$ cat src/rtl/serial_sub_pkg.sv
// Shared definitions for the bit-serial subtractor: FSM state encoding and
// the bit-counter width helper.
package serial_sub_pkg;

    typedef enum logic [1:0] {
        IDLE  = 2'd0,
        SHIFT = 2'd1,
        DONE  = 2'd2
    } state_t;

    // Counter must be able to hold bit_width itself.
    function automatic int cnt_w(input int width);
        return $clog2(width + 1);
    endfunction

endpackage

$ cat src/rtl/serial_sub_full_sub.sv
// One-bit combinational full subtractor: x - y - bin.
module full_sub (
    input  logic x,
    input  logic y,
    input  logic bin,
    output logic diff,
    output logic bout
);

    assign diff = x ^ y ^ bin;
    assign bout = (~x & y) | (~(x ^ y) & bin);

endmodule

$ cat src/rtl/serial_sub.sv
// Bit-serial subtractor: computes a - b - borrow_in LSB first, one bit per
// clock, through a single full_sub cell.
module serial_sub
    import serial_sub_pkg::*;
#(
    parameter int bit_width = 8
) (
    input  logic                 clk,
    input  logic                 rst,
    input  logic                 start,
    input  logic [bit_width-1:0] a,
    input  logic [bit_width-1:0] b,
    input  logic                 borrow_in,
    output logic                 busy,
    output logic                 done,
    output logic [bit_width-1:0] d,
    output logic                 borrow_out
);

    localparam int CNT_W = cnt_w(bit_width);
    localparam logic [CNT_W-1:0] LAST_CNT = CNT_W'(bit_width - 1);

    state_t                 state_reg, state_next;
    logic [bit_width-1:0]   a_reg, a_next;
    logic [bit_width-1:0]   b_reg, b_next;
    logic [bit_width-1:0]   res_reg, res_next;
    logic                   br_reg, br_next;
    logic [CNT_W-1:0]       cnt_reg, cnt_next;
    logic [bit_width-1:0]   d_reg, d_next;
    logic                   bo_reg, bo_next;

    logic cell_diff;
    logic cell_bout;

    full_sub u_cell (
        .x    (a_reg[0]),
        .y    (b_reg[0]),
        .bin  (br_reg),
        .diff (cell_diff),
        .bout (cell_bout)
    );

    always_ff @(posedge clk) begin
        if (rst) begin
            state_reg <= IDLE;
            a_reg     <= '0;
            b_reg     <= '0;
            res_reg   <= '0;
            br_reg    <= 1'b0;
            cnt_reg   <= '0;
            d_reg     <= '0;
            bo_reg    <= 1'b0;
        end else begin
            state_reg <= state_next;
            a_reg     <= a_next;
            b_reg     <= b_next;
            res_reg   <= res_next;
            br_reg    <= br_next;
            cnt_reg   <= cnt_next;
            d_reg     <= d_next;
            bo_reg    <= bo_next;
        end
    end

    always_comb begin
        state_next = state_reg;
        a_next     = a_reg;
        b_next     = b_reg;
        res_next   = res_reg;
        br_next    = br_reg;
        cnt_next   = cnt_reg;
        d_next     = d_reg;
        bo_next    = bo_reg;

        case (state_reg)
            IDLE: begin
                if (start) begin
                    a_next     = a;
                    b_next     = b;
                    br_next    = borrow_in;
                    res_next   = '0;
                    cnt_next   = '0;
                    state_next = SHIFT;
                end
            end
            SHIFT: begin
                a_next   = {1'b0, a_reg[bit_width-1:1]};
                b_next   = {1'b0, b_reg[bit_width-1:1]};
                res_next = {cell_diff, res_reg[bit_width-1:1]};
                br_next  = cell_bout;
                cnt_next = cnt_reg + CNT_W'(1);
                // Results are published only on the final bit, so d never shows partial sums.
                if (cnt_reg == LAST_CNT) begin
                    d_next     = {cell_diff, res_reg[bit_width-1:1]};
                    bo_next    = cell_bout;
                    state_next = DONE;
                end
            end
            DONE: begin
                state_next = IDLE;
            end
            default: begin
                state_next = IDLE;
            end
        endcase
    end

    assign busy       = (state_reg != IDLE);
    assign done       = (state_reg == DONE);
    assign d          = d_reg;
    assign borrow_out = bo_reg;

endmodule
$ cat config.mk
export PLATFORM = sky130hd
export DESIGN_NAME = serial_sub
export DESIGN_NICKNAME = d
export VERILOG_FILES = /design/src/rtl/serial_sub_pkg.sv /design/src/rtl/serial_sub_full_sub.sv /design/src/rtl/serial_sub.sv
export SDC_FILE = /design/constraint.sdc
export NUM_CORES = 1
export LEC_CHECK = 0
export BUFFER_PORTS_ARGS = -buffer_cell sky130_fd_sc_hd__buf_4
export CORE_UTILIZATION = 40
export CTS_CLUSTER_SIZE = 16
export DETAILED_ROUTE_END_ITERATION = 10
export PLACE_DENSITY = 0.63
export SYNTH_ARGS = -nofsm -noshare
export SYNTH_HDL_FRONTEND = slang
export SYNTH_HIERARCHICAL = 1
export SYNTH_SLANG_ARGS = --single-unit
$ cat constraint.sdc
create_clock -name clk -period 1.4 [get_ports clk]
set_clock_uncertainty 0.2 [all_clocks]
set_input_delay 0.28 -clock clk [delete_from_list [all_inputs] [get_ports clk]]
set_output_delay 0.28 -clock clk [all_outputs]
set_load 0.01 [all_outputs]
==> report_table.html, run 1 <==
<table>
<tr><th>Metric</th><th>Value</th></tr>
<tr><th colspan="2">STA</th></tr>
<tr><td>Post-Route Setup TNS</td><td>-537.5 ps</td></tr>
<tr><td>Min cycle time layout</td><td>1535 ps</td></tr>
<tr><td>Post-route setup slack</td><td>-135.2 ps</td></tr>
<tr><td>Slew of the pin with the lowest slew margin</td><td>between 400 and 500 ps</td></tr>
<tr><td>Setup Viol. Count Final</td><td>12</td></tr>
<tr><td>Peak clock frequency supported by timing</td><td>651.4 MHz</td></tr>
<tr><td>RSZ-0062 raised after global routing</td><td>true</td></tr>
<tr><td>Hold Vio Cnt, Final</td><td>0</td></tr>
<tr><td>Max-slew violation count</td><td>0</td></tr>
<tr><td>Share of the cycle needed by the critical path after routing</td><td>1.097</td></tr>
<tr><td>Slew HR</td><td>0.7155</td></tr>
<tr><th colspan="2">Drt</th></tr>
<tr><td>Pre-Repair DR Iteration Count</td><td>4</td></tr>
<tr><td>Average detailed-routed wire length per instance</td><td>between 10 and 15 um</td></tr>
<tr><td>Number of DRC violations after detailed-routing iteration 0</td><td>~100</td></tr>
<tr><td>Remaining antenna violation count</td><td>0</td></tr>
<tr><td>Count of unresolved DRC violations after routing</td><td>0</td></tr>
<tr><td>Via count</td><td>between 1.5k and 2k</td></tr>
<tr><td>Per-cell via count in the routed design</td><td>5.425</td></tr>
<tr><td>Routed Wire Length</td><td>between 4000 and 5000 um</td></tr>
<tr><th colspan="2">Logic synthesis</th></tr>
<tr><td>Sequential element share of the synthesized area</td><td>0.4565</td></tr>
<tr><td>Most common flop cell mapped by yosys</td><td>sky130_fd_sc_hd__dfxtp_1</td></tr>
<tr><td>Number of flops mapped to enable cells by yosys</td><td>0</td></tr>
<tr><td>Number of warnings printed during yosys synthesis</td><td>6</td></tr>
<tr><td>Number of storage elements in the synthesis netlist</td><td>39</td></tr>
<tr><td>Synth async-reset ratio</td><td>0</td></tr>
<tr><td>Count of mapped cells out of synthesis</td><td>189</td></tr>
<tr><td>Mapped Nets</td><td>approximately 210</td></tr>
<tr><td>Avg Inst Size Synth</td><td>~9.0 sq um</td></tr>
<tr><td>Distinct cells, synth</td><td>27</td></tr>
<tr><td>Cell area after synthesis</td><td>1710 sq um</td></tr>
<tr><th colspan="2">Layout</th></tr>
<tr><td>Fraction of layout cells with a size suffix above 1</td><td>0.4000</td></tr>
<tr><td>Net count, final</td><td>between 200 and 300</td></tr>
<tr><td>Signed area change from the synthesized netlist to the final layout</td><td>36.80%</td></tr>
<tr><td>Number of cells in the finished layout apart from fillers</td><td>285</td></tr>
<tr><td>Finished Core Util</td><td>0.5766</td></tr>
<tr><td>Fill cell count</td><td>between 300 and 400</td></tr>
<tr><td>Post-route design area</td><td>2340 sq um</td></tr>
<tr><td>Number of antenna diodes</td><td>0</td></tr>
<tr><th colspan="2">Run</th></tr>
<tr><td>Reported max-cap violation count</td><td>0</td></tr>
<tr><th colspan="2">Floorplan</th></tr>
<tr><td>Ports</td><td>31</td></tr>
<tr><td>Width of the chip</td><td>67.39 um</td></tr>
<tr><td>Die area</td><td>4541 sq um</td></tr>
<tr><td>Initial cell density of the core</td><td>0.4215</td></tr>
<tr><td>Chip Height</td><td>67.39 um</td></tr>
<tr><td>Num rows</td><td>23</td></tr>
<tr><td>Core Footprint</td><td>4058 sq um</td></tr>
<tr><th colspan="2">CTS</th></tr>
<tr><td>Deepest clock path buffer count</td><td>2</td></tr>
<tr><td>H-tree levels</td><td>2</td></tr>
<tr><td>TritonCTS clock tree</td><td>built</td></tr>
<tr><td>Clock latency on the worst-skew pair</td><td>300 ps</td></tr>
<tr><td>Library cell used as clock root buffer</td><td>sky130_fd_sc_hd__clkbuf_8</td></tr>
<tr><td>Clock transition at path regs</td><td>80 ps</td></tr>
<tr><td>TritonCTS Buffers</td><td>5</td></tr>
<tr><td>CTS sink cnt</td><td>39</td></tr>
<tr><th colspan="2">GRT</th></tr>
<tr><td>First-pass GRT wire length</td><td>~6500 um</td></tr>
<tr><td>Layer with the highest usage</td><td>met2</td></tr>
<tr><td>Grt ovf</td><td>0</td></tr>
<tr><td>Fraction of met2 tracks used by global routing</td><td>0.3138</td></tr>
<tr><td>Met1 Use GR</td><td>0.2347</td></tr>
<tr><td>Maximum number of pins on one net before global-route repair</td><td>46</td></tr>
<tr><td>Global routing usage summed across all routing layers</td><td>0.1961</td></tr>
<tr><td>Initial antenna violation count</td><td>0</td></tr>
<tr><td>Vias in the first global route</td><td>1424</td></tr>
<tr><td>Met3 usage in global routing</td><td>0.03716</td></tr>
<tr><th colspan="2">Place</th></tr>
<tr><td>Total placed cells including tap cells</td><td>271</td></tr>
<tr><td>HPWL reported at the end of detailed placement</td><td>approximately 2700 um</td></tr>
<tr><td>Weighted congestion reported at the end of routability-driven placement</td><td>0.7826</td></tr>
<tr><td>Quantity of I/O buffers inserted on ports</td><td>30</td></tr>
<tr><td>Post-detailed-placement cell area</td><td>approximately 2100 sq um</td></tr>
<tr><th colspan="2">Worst setup path</th></tr>
<tr><td>Biggest fanout along the worst timing path</td><td>3</td></tr>
<tr><td>Crit path launch</td><td>state_reg[1]</td></tr>
<tr><td>Kind of start point of the critical path</td><td>register</td></tr>
<tr><td>Reg-to-Reg End</td><td>cnt_reg[3]</td></tr>
<tr><td>Worst R2R Start</td><td>state_reg[0]</td></tr>
<tr><td>Category of the worst setup path capture point</td><td>output port</td></tr>
<tr><td>Setup slack of the most critical reg-to-reg path</td><td>-60 ps</td></tr>
<tr><td>CP Data Required Time</td><td>~920 ps</td></tr>
<tr><td>Reg2Reg Depth</td><td>4</td></tr>
<tr><td>Data arrival time of the critical path</td><td>1060 ps</td></tr>
<tr><td>Crit Path Class</td><td>reg2out</td></tr>
<tr><th colspan="2">Worst hold path</th></tr>
<tr><td>Hold Path End</td><td>b_reg[7]</td></tr>
<tr><td>HP Class</td><td>in2reg</td></tr>
<tr><td>Hold path cells</td><td>3</td></tr>
<tr><td>Start point of the worst min-delay path</td><td>b[7]</td></tr>
<tr><th colspan="2">Run status</th></tr>
<tr><td>Outcome</td><td>finished with violations</td></tr>
<tr><td>Violated checks</td><td>setup timing</td></tr>
<tr><th colspan="2">Power</th></tr>
<tr><td>Pwr per Cell Area</td><td>997.2 nW/um^2</td></tr>
<tr><td>Static leakage</td><td>between 0.9 and 1 nW</td></tr>
<tr><td>Highest ir drop seen on vdd</td><td>0.4535 mV</td></tr>
</table>
[cells by family (layout without fill, tap and decap cells)]
kind of cell,Yosys count,count (layout),share of synthesized area
and+or+nand+nor,71,71,0.1982
DFF,39,39,0.4565
adders and majority gates,2,2,0.01902
muxes,9,9,0.05267
buffers and inverters,22,68,0.06291
AOI/OAI and AO/OA,46,46,0.2107
[worst max-delay path, cell delays in order, from the launching register on]
cell and delay [ps]:
sky130_fd_sc_hd__dfxtp_2 340, sky130_fd_sc_hd__buf_6 130, sky130_fd_sc_hd__nor2_4 130, sky130_fd_sc_hd__inv_2 40, sky130_fd_sc_hd__buf_6 110
[worst max path at each step]
stage                            end  slack [ps]  cells after the start
final                           busy        -140                      4
after global routing            busy        -150                      4
after CTS                       busy        -120                      4
after detailed placement        d[1]         -30                      4
after global placement    res_reg[7]           5                      4
after floorplan           borrow_out          20                      5
[per-layer routing]
layer	up-vias	part of all wire
met4	0	0.031
li1	754	-
met1	743	0.44
met2	40	0.49
met5	-	0
met3	9	0.039
[through the flow]
stage	worst slack (ps)	hold slack (ps)	total power (W)
after global placement	5.440	259.6	0.001505
after detailed placement	-26.41	264.9	0.001520
final	-135.2	63.37	0.002333
after floorplan	17.72	251.6	0.001398
after global routing	-152.3	109.1	0.002423
after CTS	-123.2	51.56	0.002284
[cell usage in the layout, fill, tap and decap left out, types with 6 or more instances in the layout]
cell / synthesis / routed
sky130_fd_sc_hd__dfxtp_1: 39 / 32
sky130_fd_sc_hd__a211oi_1: 16 / 8
sky130_fd_sc_hd__mux2i_1: 9 / 9
sky130_fd_sc_hd__o2bb2ai_1: 12 / 12
sky130_fd_sc_hd__buf_6: 1 / 9
sky130_fd_sc_hd__a22oi_1: 8 / 7
sky130_fd_sc_hd__nand2b_1: 19 / 18
sky130_fd_sc_hd__nor2_1: 40 / 37
sky130_fd_sc_hd__buf_4: 3 / 44
sky130_fd_sc_hd__inv_2: 0 / 6
sky130_fd_sc_hd__a211oi_2: 0 / 8
[area by class of cell]
class | count | area, sq um | share of cell area
clock buffers | 7 | 76.32 | 0.03262
clock inverters | 1 | 5.005 | 0.002139
inverters | 6 | 22.52 | 0.009626
multi-input cells | 128 | 927.1 | 0.3963
flip-flops and latches | 39 | 794.5 | 0.3396
well taps | 50 | 62.56 | 0.02674
repair buffers | 54 | 451.7 | 0.1930
[cells in the mapped netlist, types with 2 or more instances]
cell type	instances	area share
sky130_fd_sc_hd__a211oi_1	16	0.070
sky130_fd_sc_hd__a22oi_1	8	0.035
sky130_fd_sc_hd__a32oi_1	2	0.010
sky130_fd_sc_hd__and4b_1	2	0.012
sky130_fd_sc_hd__buf_2	5	0.015
sky130_fd_sc_hd__buf_4	3	0.013
sky130_fd_sc_hd__clkbuf_1	7	0.015
sky130_fd_sc_hd__dfxtp_1	39	0.46
sky130_fd_sc_hd__inv_1	6	0.013
sky130_fd_sc_hd__mux2i_1	9	0.053
sky130_fd_sc_hd__nand2_1	4	0.0088
sky130_fd_sc_hd__nand2b_1	19	0.069
sky130_fd_sc_hd__nand3_1	2	0.0059
sky130_fd_sc_hd__nor2_1	40	0.088
sky130_fd_sc_hd__nor2b_1	2	0.0073
sky130_fd_sc_hd__o22ai_1	3	0.011
sky130_fd_sc_hd__o2bb2ai_1	12	0.061
[power breakdown]
| part | switching (W) | internal, W |
|---|---|---|
| clock | 0.000404 | 0.000350 |
| sequential | 0.0000366 | 0.00116 |
| combinational | 0.000182 | 0.000198 |
[timing repair]
action	CTS	global route
pin swaps	7	6
gates cloned	0	2
resized for setup	16	34
hold buffers	0	0
setup endpoints to repair	13	30
setup buffers	4	0
No activity file was read; power rests on OpenSTA's default activity.
==> run 2, diff against run 1 <==
--- a/config.mk
+++ b/config.mk
@@ -9,7 +9,6 @@
 export CORE_UTILIZATION = 40
 export CTS_CLUSTER_SIZE = 16
 export DETAILED_ROUTE_END_ITERATION = 10
-export PLACE_DENSITY = 0.63
 export SYNTH_ARGS = -nofsm -noshare
 export SYNTH_HDL_FRONTEND = slang
 export SYNTH_HIERARCHICAL = 1
==> constraint.sdc (replaced) <==
create_clock -name clk -period 1.4 [get_ports clk]
set_clock_uncertainty 0.2 [all_clocks]
set_input_delay 0.14 -clock clk [delete_from_list [all_inputs] [get_ports clk]]
set_output_delay 0.14 -clock clk [all_outputs]
set_load 0.01 [all_outputs]
==> run 2 against run 1 <==
Effect of this change: the flow still finishes with violations (setup timing); sequential power is essentially flat; highest routed layer unchanged; core utilization increased by 0.59 points; critical path type is now reg2reg; first-iteration DRC count is 27% lower; wire length shrank 11%; via count down 5.0%; clock-buffer cell count is 1 lower; hold slack worse by 47 ps; final area increased by 1.0%; critical path depth is the same.
==> report_table.html, run 2 (same netlist as run 1, synthesis figures left out) <==
<table>
<tr><th>Metric</th><th>Value</th></tr>
<tr><th colspan="2">Run status</th></tr>
<tr><td>Outcome</td><td>finished with violations</td></tr>
<tr><td>Violated checks</td><td>setup timing</td></tr>
<tr><th colspan="2">GRT</th></tr>
<tr><td>Met1 Use GR</td><td>0.2433 (+0.008552)</td></tr>
<tr><td>Met3 usage in global routing</td><td>0.04223 (+0.005068)</td></tr>
<tr><td>Vias in the first global route</td><td>1297 (-8.9%)</td></tr>
<tr><td>Fraction of met2 tracks used by global routing</td><td>0.2713 (-0.04250)</td></tr>
<tr><td>First-pass GRT wire length</td><td>6051 um (-6.8%)</td></tr>
<tr><td>Layer with the highest usage</td><td>met2</td></tr>
<tr><td>Grt ovf</td><td>0 (unchanged)</td></tr>
<tr><td>Maximum number of pins on one net before global-route repair</td><td>49 (+6.5%)</td></tr>
<tr><td>Global routing usage summed across all routing layers</td><td>0.1835 (-0.01263)</td></tr>
<tr><td>Initial antenna violation count</td><td>0 (unchanged)</td></tr>
<tr><th colspan="2">CTS</th></tr>
<tr><td>CTS sink cnt</td><td>39 (unchanged)</td></tr>
<tr><td>Library cell used as clock root buffer</td><td>sky130_fd_sc_hd__clkbuf_8</td></tr>
<tr><td>TritonCTS Buffers</td><td>5 (unchanged)</td></tr>
<tr><td>Clock latency on the worst-skew pair</td><td>290 ps (about the same)</td></tr>
<tr><td>Clock transition at path regs</td><td>70 ps (about the same)</td></tr>
<tr><td>H-tree levels</td><td>2 (unchanged)</td></tr>
<tr><td>Deepest clock path buffer count</td><td>2 (unchanged)</td></tr>
<tr><td>TritonCTS clock tree</td><td>built</td></tr>
<tr><th colspan="2">STA</th></tr>
<tr><td>Slew of the pin with the lowest slew margin</td><td>460.3 ps (+33.51 ps)</td></tr>
<tr><td>Hold WS</td><td>16.29 ps (-47.08 ps)</td></tr>
<tr><td>Min cycle time layout</td><td>1421 ps (-113.9 ps)</td></tr>
<tr><td>Share of the cycle needed by the critical path after routing</td><td>1.015 (-0.08137)</td></tr>
<tr><td>RSZ-0062 raised after global routing</td><td>true</td></tr>
<tr><td>Post-route setup slack</td><td>-21.26 ps (+113.9 ps)</td></tr>
<tr><td>Post-Route Setup TNS</td><td>-53.46 ps (+484.0 ps)</td></tr>
<tr><td>Hold Vio Cnt, Final</td><td>0 (unchanged)</td></tr>
<tr><td>Peak clock frequency supported by timing</td><td>703.6 MHz (+8.0%)</td></tr>
<tr><td>Slew HR</td><td>0.6932 (-0.02234)</td></tr>
<tr><td>Setup Viol. Count Final</td><td>4 (-8)</td></tr>
<tr><td>Max-slew violation count</td><td>0 (unchanged)</td></tr>
<tr><th colspan="2">Place</th></tr>
<tr><td>Quantity of I/O buffers inserted on ports</td><td>30 (unchanged)</td></tr>
<tr><td>HPWL reported at the end of detailed placement</td><td>2434 um (-8.9%)</td></tr>
<tr><td>Total placed cells including tap cells</td><td>268 (-1.1%)</td></tr>
<tr><td>Weighted congestion reported at the end of routability-driven placement</td><td>0.7429 (-5.1%)</td></tr>
<tr><th colspan="2">Worst setup path</th></tr>
<tr><td>Reg2Reg Depth</td><td>4 (unchanged)</td></tr>
<tr><td>Ordered cell list for the critical path</td><td>ha_4 &gt; and4b_2 &gt; clkbuf_16 &gt; mux2i_1</td></tr>
<tr><td>Kind of start point of the critical path</td><td>register</td></tr>
<tr><td>Category of the worst setup path capture point</td><td>register</td></tr>
<tr><td>CP Data Required Time</td><td>1420 ps (+500 ps)</td></tr>
<tr><td>Worst R2R Start</td><td>cnt_reg[0]</td></tr>
<tr><td>Crit Path Class</td><td>reg2reg</td></tr>
<tr><td>Slowest stage delay, CP</td><td>380 ps (+40 ps)</td></tr>
<tr><td>Worst-path cell with the longest stage delay</td><td>sky130_fd_sc_hd__dfxtp_2</td></tr>
<tr><td>CP Buf/Inv Count</td><td>1 (-2)</td></tr>
<tr><td>Setup slack of the most critical reg-to-reg path</td><td>-20 ps (+40 ps)</td></tr>
<tr><td>Data arrival time of the critical path</td><td>1440 ps (+380 ps)</td></tr>
<tr><td>Gate family responsible for the most delay along the worst path</td><td>flip-flops</td></tr>
<tr><td>Biggest fanout along the worst timing path</td><td>5 (+2)</td></tr>
<tr><td>Reg-to-Reg End</td><td>d[1]</td></tr>
<tr><th colspan="2">Floorplan</th></tr>
<tr><td>Num rows</td><td>23 (unchanged)</td></tr>
<tr><td>Initial cell density of the core</td><td>0.4215 (unchanged)</td></tr>
<tr><td>Width of the chip</td><td>67.39 um (unchanged)</td></tr>
<tr><td>Core Footprint</td><td>4058 sq um (unchanged)</td></tr>
<tr><td>Ports</td><td>31 (unchanged)</td></tr>
<tr><td>Chip Height</td><td>67.39 um (unchanged)</td></tr>
<tr><td>Die area</td><td>4541 sq um (unchanged)</td></tr>
<tr><th colspan="2">Drt</th></tr>
<tr><td>Number of DRC violations after detailed-routing iteration 0</td><td>74 (-27%)</td></tr>
<tr><td>Count of unresolved DRC violations after routing</td><td>0 (unchanged)</td></tr>
<tr><td>Via count</td><td>1469 (-5.0%)</td></tr>
<tr><td>Average detailed-routed wire length per instance</td><td>13.13 um (-11%)</td></tr>
<tr><td>Remaining antenna violation count</td><td>0 (unchanged)</td></tr>
<tr><td>Pre-Repair DR Iteration Count</td><td>4 (unchanged)</td></tr>
<tr><td>Routed Wire Length</td><td>3742 um (-11%)</td></tr>
<tr><td>Per-cell via count in the routed design</td><td>5.154 (-5.0%)</td></tr>
<tr><th colspan="2">Layout</th></tr>
<tr><td>Number of antenna diodes</td><td>0 (unchanged)</td></tr>
<tr><td>Net count, final</td><td>256 (unchanged)</td></tr>
<tr><td>Most used cells in the layout excluding fill and tap cells</td><td>sky130_fd_sc_hd__buf_4 (44), sky130_fd_sc_hd__nor2_1 (39), sky130_fd_sc_hd__dfxtp_1 (32)</td></tr>
<tr><td>Number of cells in the finished layout apart from fillers</td><td>285 (unchanged)</td></tr>
<tr><td>Most common library cell in the layout ignoring fill and taps</td><td>sky130_fd_sc_hd__buf_4</td></tr>
<tr><td>Signed area change from the synthesized netlist to the final layout</td><td>38.19%</td></tr>
<tr><td>Fraction of layout cells with a size suffix above 1</td><td>0.3532 (-0.04681)</td></tr>
<tr><th colspan="2">Worst hold path</th></tr>
<tr><td>HP Class</td><td>in2reg</td></tr>
<tr><td>Hold path cells</td><td>3 (unchanged)</td></tr>
<tr><td>Start point of the worst min-delay path</td><td>b[0]</td></tr>
<tr><td>Hold Path End</td><td>b_reg[0]</td></tr>
<tr><th colspan="2">Power</th></tr>
<tr><td>Static leakage</td><td>0.9298 nW (+1.0%)</td></tr>
<tr><td>Highest ir drop seen on vdd</td><td>0.4763 mV (+5.0%)</td></tr>
<tr><td>Pwr per Cell Area</td><td>1063 nW/um^2 (+6.6%)</td></tr>
<tr><th colspan="2">Run</th></tr>
<tr><td>Reported max-cap violation count</td><td>0 (unchanged)</td></tr>
</table>
-- run 2: cell types whose count changed in the layout (fill, tap and decap cells not counted), moves of 2 or more --
cell,change
sky130_fd_sc_hd__a211oi_1,+3
sky130_fd_sc_hd__a211oi_2,-3
sky130_fd_sc_hd__buf_6,-7
sky130_fd_sc_hd__clkbuf_1,-2
sky130_fd_sc_hd__dlygate4sd3_1,+5
sky130_fd_sc_hd__inv_1,+2
sky130_fd_sc_hd__inv_2,-2
sky130_fd_sc_hd__nor2_1,+2
sky130_fd_sc_hd__nor2_2,-2
sky130_fd_sc_hd__o22ai_1,+2
sky130_fd_sc_hd__o22ai_2,-2
-- run 2: worst max path at each step --
| stage | start | to | slack, ps | cells after the start |
|---|---|---|---|---|
| 5_1_grt | cnt_reg[0] | borrow_out | -80 | 4 |
| 4_1_cts | state_reg[0] | d[5] | -10 | 4 |
| 3_5_place_dp | b_reg[0] | br_reg | -40 | 5 |
| 6_report | cnt_reg[0] | d[1] | -20 | 4 |
| 2_1_floorplan | state_reg[0] | borrow_out | 20 | 5 |
| 3_3_place_gp | b_reg[0] | br_reg | 3 | 5 |
-- run 2: repair_timing --
item | in CTS | in global routing
hold endpoints to repair | 4 | 0
endpoints found under the setup margin | 9 | 28
pin swaps | 3 | 2
hold buffers | 5 | 0
buffers inserted | 2 | 1
gates cloned | 0 | 1
gates resized for setup | 8 | 24
-- run 2: area by class of cell --
| cell class | instances | area (sq um) |
|---|---|---|
| multi-input combinational | 128 | 898.4 |
| tap | 50 | 62.56 |
| fill | 381 | 1694 |
| clock inverter | 2 | 35.03 |
| inverter | 6 | 22.52 |
| sequential | 39 | 794.5 |
| timing repair buffer | 54 | 467.9 |
| clock buffer | 6 | 82.58 |
-- run 2: report_power, final --
group / internal (W) / switching (W) / leakage, nW
Clock: 0.000577 / 0.000391 / 0.0612
Combinational: 0.000190 / 0.000161 / 0.546
Sequential: 0.00116 / 0.0000359 / 0.322
Total: 0.00193 / 0.000587 / 0.930
-- run 2: per-layer routing --
layer	vias to the layer above	part of all wire
met5	-	0
met4	0	0.015
met3	6	0.035
met2	26	0.45
met1	680	0.50
li1	757	-
-- run 2: per-stage QoR --
| stage | cell area [sq um] | setup WS, ps | util | power, W |
|---|---|---|---|---|
| finish | 2364 | -21.26 | 0.5825 | 0.002513 |
| floorplan | 1712 | 17.72 | - | 0.001398 |
| detailed placement | 2052 | -43.49 | 0.5057 | 0.001516 |
| global placement | 2052 | 3.485 | 0.5057 | 0.001506 |
| global route | 2364 | -78.71 | 0.5825 | 0.002646 |
| CTS | 2255 | -13.80 | 0.5557 | 0.002517 |
-- run 2: worst reg2reg max path: stages (launching register included) --
cell,delay [ps]
sky130_fd_sc_hd__dfxtp_2,380
sky130_fd_sc_hd__ha_4,150
sky130_fd_sc_hd__and4b_2,290
sky130_fd_sc_hd__clkbuf_16,170
sky130_fd_sc_hd__mux2i_1,170
